**src/rtl/piso_tx_scheduler.sv**
```systemverilog
// Round-robin arbiter and load/shift sequencer feeding an external 8-bit PISO shift register.
// One word per frame, DIV clocks per bit, GAP idle bit-times before re-arbitration.
module piso_tx_scheduler #(
    parameter int unsigned NREQ  = 2,
    parameter int unsigned WIDTH = 8,
    parameter int unsigned DIV   = 4,
    parameter int unsigned GAP   = 1
) (
    input  logic                                       clk,
    input  logic                                       reset,
    input  logic [NREQ-1:0]                            req_valid,
    input  logic [NREQ*WIDTH-1:0]                      req_data,
    output logic [NREQ-1:0]                            req_ready,
    output logic                                       sr_enable,
    output logic                                       sr_load,
    output logic [WIDTH-1:0]                           sr_parallel_in,
    output logic                                       busy,
    output logic [((NREQ > 1) ? $clog2(NREQ) : 1)-1:0] cur_id,
    output logic                                       done
);

    localparam int unsigned ID_W    = (NREQ > 1) ? $clog2(NREQ) : 1;
    localparam int unsigned DIV_W   = (DIV > 1) ? $clog2(DIV) : 1;
    localparam int unsigned BIT_W   = (WIDTH > 1) ? $clog2(WIDTH) : 1;
    localparam int unsigned GAP_CYC = GAP * DIV;
    localparam int unsigned GAP_W   = (GAP_CYC > 1) ? $clog2(GAP_CYC) : 1;

    typedef enum logic [1:0] {S_IDLE, S_LOAD, S_SHIFT, S_GAP} state_t;

    state_t            state;
    logic [ID_W-1:0]   rr_ptr;
    logic [DIV_W-1:0]  div_cnt;
    logic [BIT_W-1:0]  bit_cnt;
    logic [GAP_W-1:0]  gap_cnt;

    logic              grant_found;
    logic [ID_W-1:0]   grant_idx;
    int unsigned       scan_idx;
    logic              div_wrap;
    logic              last_bit;
    logic [DIV_W-1:0]  div_nxt;
    logic [BIT_W-1:0]  bit_nxt;

    // First valid requester at or after rr_ptr, wrapping modulo NREQ.
    always_comb begin
        grant_found = 1'b0;
        grant_idx   = '0;
        scan_idx    = 0;
        for (int unsigned k = 0; k < NREQ; k++) begin
            scan_idx = 32'(rr_ptr) + k;
            if (scan_idx >= NREQ) begin
                scan_idx = scan_idx - NREQ;
            end
            if (!grant_found && req_valid[scan_idx]) begin
                grant_found = 1'b1;
                grant_idx   = ID_W'(scan_idx);
            end
        end
    end

    // Accept is decided in the IDLE cycle itself, so ready is combinational.
    always_comb begin
        req_ready = '0;
        if (state == S_IDLE && !reset && grant_found) begin
            req_ready[grant_idx] = 1'b1;
        end
    end

    always_comb begin
        div_wrap = (div_cnt == DIV_W'(DIV - 1));
        last_bit = div_wrap && (bit_cnt == BIT_W'(WIDTH - 1));
        div_nxt  = div_wrap ? '0 : div_cnt + DIV_W'(1);
        bit_nxt  = div_wrap ? bit_cnt + BIT_W'(1) : bit_cnt;
    end

    // Strobes are computed one cycle ahead so they come straight from flops.
    always_ff @(posedge clk) begin
        if (reset) begin
            state          <= S_IDLE;
            rr_ptr         <= '0;
            cur_id         <= '0;
            sr_parallel_in <= '0;
            sr_load        <= 1'b0;
            sr_enable      <= 1'b0;
            busy           <= 1'b0;
            done           <= 1'b0;
            div_cnt        <= '0;
            bit_cnt        <= '0;
            gap_cnt        <= '0;
        end else begin
            sr_load   <= 1'b0;
            sr_enable <= 1'b0;
            done      <= 1'b0;
            case (state)
                S_IDLE: begin
                    if (grant_found) begin
                        sr_parallel_in <= req_data[grant_idx*WIDTH +: WIDTH];
                        cur_id         <= grant_idx;
                        rr_ptr         <= (grant_idx == ID_W'(NREQ - 1)) ? '0 : grant_idx + ID_W'(1);
                        state          <= S_LOAD;
                        sr_load        <= 1'b1;
                        sr_enable      <= 1'b1;
                        busy           <= 1'b1;
                    end
                end
                S_LOAD: begin
                    div_cnt   <= '0;
                    bit_cnt   <= '0;
                    state     <= S_SHIFT;
                    sr_enable <= (DIV == 1);
                    done      <= (DIV == 1) && (WIDTH == 1);
                end
                S_SHIFT: begin
                    div_cnt <= div_nxt;
                    bit_cnt <= bit_nxt;
                    if (last_bit) begin
                        if (GAP > 0) begin
                            state   <= S_GAP;
                            gap_cnt <= '0;
                        end else begin
                            state <= S_IDLE;
                            busy  <= 1'b0;
                        end
                    end else begin
                        sr_enable <= (div_nxt == DIV_W'(DIV - 1));
                        done      <= (div_nxt == DIV_W'(DIV - 1)) && (bit_nxt == BIT_W'(WIDTH - 1));
                    end
                end
                S_GAP: begin
                    if (gap_cnt == GAP_W'(GAP_CYC - 1)) begin
                        state <= S_IDLE;
                        busy  <= 1'b0;
                    end else begin
                        gap_cnt <= gap_cnt + GAP_W'(1);
                    end
                end
                default: state <= S_IDLE;
            endcase
        end
    end

endmodule

```
**config.mk**
```make
export PLATFORM = sky130hd
export DESIGN_NAME = piso_tx_scheduler
export DESIGN_NICKNAME = d
export VERILOG_FILES = /design/src/rtl/piso_tx_scheduler.sv
export SDC_FILE = /design/constraint.sdc
export NUM_CORES = 1
export LEC_CHECK = 0
export ABC_AREA = 1
export BUFFER_PORTS_ARGS = -buffer_cell sky130_fd_sc_hd__buf_4
export CORE_UTILIZATION = 50
export DETAILED_ROUTE_END_ITERATION = 6
export PLACE_DENSITY = 0.77
export SYNTH_ARGS = -nofsm -noshare
export SYNTH_HDL_FRONTEND = slang
export SYNTH_SLANG_ARGS = --single-unit
```
**constraint.sdc**
```tcl
create_clock -name clk -period 1.6 [get_ports clk]
set_input_delay 0.08 -clock clk [delete_from_list [all_inputs] [get_ports clk]]
set_output_delay 0.08 -clock clk [all_outputs]
set_load 0.01 [all_outputs]
```
# After elaboration in Yosys (flattened, before gate mapping)
# Index checks and enable logic that the tools add are counted.
# op_classes
n_bitwise	2
mux	31
n_reduce_logical	18
n_eq_ne	12
order_cmp	6
n_addsub	7
shifts	1
# ops
operator	count
less-than comparator 32 x 2 -> 1 bit, second input constant	2
two-way mux 32 bit	2
variable part select 16 x 5 -> 8 bit	1
two-way mux 1 bit	14
two-way mux 2 bit	7
== test 2 bit, second input constant	5
AND reduction 3 bit	3
!= test 2 bit, second input constant	4
one-hot mux 2 bit (2 select lines)	2
one-hot mux 2 bit (4 select lines)	1
== test 3 bit, second input constant	2
logical AND 1 bit	6
one-hot mux 3 bit (2 select lines)	1
nonzero test 2 bit	3
adder 2 x 1 -> 2 bit, second input constant	2
one-hot mux 1 bit (2 select lines)	2
adder 3 x 1 -> 3 bit, second input constant	1
two-way mux 3 bit	1
OR reduction 3 bit	1
subtractor 1 x 2 -> 3 bit, second input constant	1
subtractor 2 x 2 -> 3 bit, second input constant	1
adder 1 x 1 -> 2 bit, second input constant	1
== test 2 x 1 -> 1 bit, second input constant	1
greater-or-equal comparator 1 x 2 -> 1 bit, second input constant	1
10 further kinds	12
# totals
regBits	23
elab_cells	88
inputBits	20
out_inout_bits	15

# Depth between registers and ports, before layout
# depth
depth_word	13
depth_mapped	9
mapped_depth_nobuf	9

# Least setup slack after synthesis
# No wires, ideal clock.
# synth_path
path_type	reg2reg
from	reg bit_cnt[0]
to	reg state[0]
period_less_slack_ps	1214
path_slack_ps	386
n_path_buf	0
setup_ps	115
required_time_ps	1485
arrival_time_ps	1099
path_stages_with_launch	9
cell_sequence	dfxtp_1 ha_1 ha_1 nand2_1 nand2_1 nand2_1 inv_1 a21oi_1 nor2_1
# synth_via
elab_chain_cells	4
# synth_rtl
element	line	source
from (decl)	33	logic [BIT_W-1:0] bit_cnt;
from (signal assigned)	115	bit_cnt <= bit_nxt;
== test 3 bit	71	last_bit = div_wrap && (bit_cnt == BIT_W'(WIDTH - 1));
logical AND 1 bit	71	
!= test 2 bit (no source line)	n/a	
AND reduction 3 bit (no source line)	n/a	
to (signal assigned)	79	state <= S_IDLE;
to (signal assigned)	100	state <= S_LOAD;
to (signal assigned)	109	state <= S_SHIFT;
to (decl)	30	state_t state;
# Every way passes these cells.
# A chain may end at the register's enable or synchronous reset.

# Worst setup path in the final report
# layout_path
from	reg state[0]
to	out req_ready[0]
# layout_via
elab_chain_cells	4
# layout_rtl
element	line	source
logical NOT 2 bit	64	if (state == S_IDLE && !reset && grant_found) begin
logical AND 1 bit (2 in series)	64	
two-way mux 2 bit	64	
to (decl)	13	output logic [NREQ-1:0] req_ready,
# Every way passes these cells.

==> results.yml <==
worst_hold_path:
  hold_class: "in2reg"
  min_from: "req_data[11]"
  worst_hold_path.num_cells: 5
  min_to: "sr_parallel_in[3]$_SDFFE_PP0P_"
placement:
  hpwl_um: 1935
  place.gp.congestion: 0.7457
  io_buffers: 34
  place_ws_ps: 204.9
routing:
  met2_length_um: 1301
  drcViolationCount: 0
  routed.top_layer: "met4"
  wire_per_inst_um: 9.992
  vias_per_cell: 4.718
  drt-total-wl_um: 2518
  ant_nets: 0
  wirelength_met1_um: 1120
  firstDrtPassIters: 4
  vias: 1189
  dr_wl_met3_um: 87
  drt-initial-drc-count: 9
synth:
  syn_area_per_cell_um2: 6.649
  synth_fp_nets: 218
  ys_seq_area_share_pct: 36.84
  syn_area_mm2: 0.001250
  syn_inst: 188
  ys_warn_count: 0
  synth_cell_types: 21
  ys_seq_elements: 23
worst_setup_path:
  rrSetupSlack_ps: 210
  ff2ff_path_depth: 7
  cp_max_fo: 20
  reg2reg_to: "gap_cnt[0]$_SDFFE_PP0P_"
  cp.arrival_ps: 1420
  startpoint: "state[0]$_SDFFE_PP0P_"
  r2r_start: "state[0]$_SDFFE_PP0P_"
  worstSetupStartpointType: "register"
  worst-setup-path-type: "reg2out"
  endpoint_kind: "output port"
  crit_required_ps: 1520
clocking:
  clockBufferDepth: 2
  cts_tree: "done"
  cts_max_level: 1
  cts-buffers-inserted: 3
  cts_sinks: 23
  clock_latency_ps: 310
  cts_root_buf: "clkbuf_4"
  path_clk_slew_ps: 120
global_route:
  grt_usage_pct: 21.60
  grt_pass1_wl_um: 4409
  antenna_found_initial: 0
  grt_max_degree: 21
  grt_overflow: 0
  first_global_vias: 1112
sta:
  max_slew_margin_pct: 82.32
  finalClockSkew_ps: 4.660
  fin_setup_tns_ps: 0
  holdWs_ps: 56.28
  period_minus_slack_ps: 1497
  drv_slew: 0
  setup_viol: 0
  hold_viol_final: 0
  worst_slew_pin_slew_ps: 264.9
  post-route-period-util_pct: 93.53
  fin_ws_ps: 103.5
  max_freq_mhz: 668.2
finish:
  nets: 255
  mostFrequentLayoutCells: "70 x nand2_1, 35 x buf_4, 25 x nor2_1"
  num-fill-cells: 209
  utilization_pct: 69.43
  antenna_cells: 0
  drive_gt1_share_pct: 21.88
  area_growth_pct: 26.43
  final_common_cell: "nand2_1"
pwr:
  peakVddDrop_mv: 0.7824
  p_leak_uw: 0.0008499
  power.internal_uw: 1327
  p_clk_share_pct: 12.2
  p_sw_uw: 905.2
  power-per-cell-area_mw_per_mm2: 1412
  comb_power_share_pct: 50.6
  power_frac_seq_pct: 37.3
  p_sw_share_pct: 40.56
floorplan:
  die-area_mm2: 0.002704
  die-height_um: 52
  io_pins: 35
  core_mm2: 0.002276
  row_count: 17
  die_x_um: 52
  start_util_pct: 54.92
flow_run:
  cap_violations: 0
run_status:
  status: "finished, final reports clean"
[power groups by stage]
stage	Sequential (uW)	Clock [uW]	Combinational (uW)
4_1_cts	831	283	1060
5_1_grt	853	315	1280
2_1_floorplan	883	0	683
3_3_place_gp	829	0	1000
6_report	832	271	1130
3_5_place_dp	844	0	1040
[cell families (layout without fill, tap and decap cells)]
logic type                 after synthesis  in the layout  synth area share, %
buffers and inverters                   30             66                10.51
AOI/OAI and AO/OA                       14             14                5.906
xor gates and xnor gates                 1              1               0.7008
adders and majority gates               10             10                10.01
DFF                                     23             23                36.84
and+or+nand+nor                        110            110                36.04
[layout make-up]
type / instances / area, um2 / area share (%)
multi-input combinational: 135 / 684.4 / 43.31
timing repair buffer: 36 / 272.8 / 17.26
clock buffer: 4 / 26.28 / 1.663
inverter: 26 / 100.1 / 6.334
tap: 28 / 35.03 / 2.217
sequential: 23 / 461.7 / 29.22
[cells in the mapped netlist, drive strengths merged]
| cell type | number | area share [%] |
|---|---|---|
| a2bb2oi | 1 | 0.70 |
| dfxtp | 23 | 37 |
| o21ai | 2 | 0.80 |
| or2 | 1 | 0.50 |
| ha | 10 | 10 |
| nor2 | 25 | 7.5 |
| nand2 | 73 | 23 |
| nor3 | 1 | 0.40 |
| nand3 | 7 | 3.2 |
| buf | 4 | 2.5 |
| nand4 | 3 | 1.5 |
| a21oi | 11 | 4.4 |
| inv | 26 | 8.0 |
| xor2 | 1 | 0.70 |
[sequential cells by signal (all words and copies together) (netlist names)]
register,cells
bit_cnt,3
sr_parallel_in,8
busy,1
rr_ptr,1
cur_id,1
div_cnt,2
sr_load,1
state,2
done,1
gap_cnt,2
sr_enable,1
[worst max-delay path by stage]
stage                     depth (start not counted)                     to  slack (ps)
after floorplan                                   8  state[0]$_SDFFE_PP0P_         390
after CTS                                         7           req_ready[0]         0.5
after detailed placement                          7           req_ready[0]         200
final                                             7           req_ready[0]         100
after global routing                              7           req_ready[0]          -6
after global placement                            7           req_ready[0]         280
[critical path, stage by stage, from the launching register on]
cell and delay (ps):
dfxtp_1 350, inv_1 110, ha_4 190, nand2_8 110, inv_2 70, nand2_1 60
nor2_1 90, buf_4 120
[through the flow]
stage,instances,instance area (um2),power (uW)
after global routing,252,1580,2452
final,252,1580,2232
after global placement,246,1509,1833
after detailed placement,246,1509,1884
after CTS,251,1553,2177
after floorplan,188,1250,1566
[per-layer routing]
| metal | vias up | track usage, % |
|---|---|---|
| li1 | 643 | - |
| met5 | - | 0 |
| met2 | 20 | 41.03 |
| met4 | 0 | 4.054 |
| met3 | 2 | 5.263 |
| met1 | 524 | 23.93 |
[what timing repair did]
action,in CTS,in global routing
buffers inserted,0,1
hold endpoints to repair,5,0
gates cloned,0,0
hold buffers,1,0
pin swaps,0,1
endpoints found under the setup margin,1,1
resized for setup,2,3
Note: power is estimated with default switching activity, not from simulation.
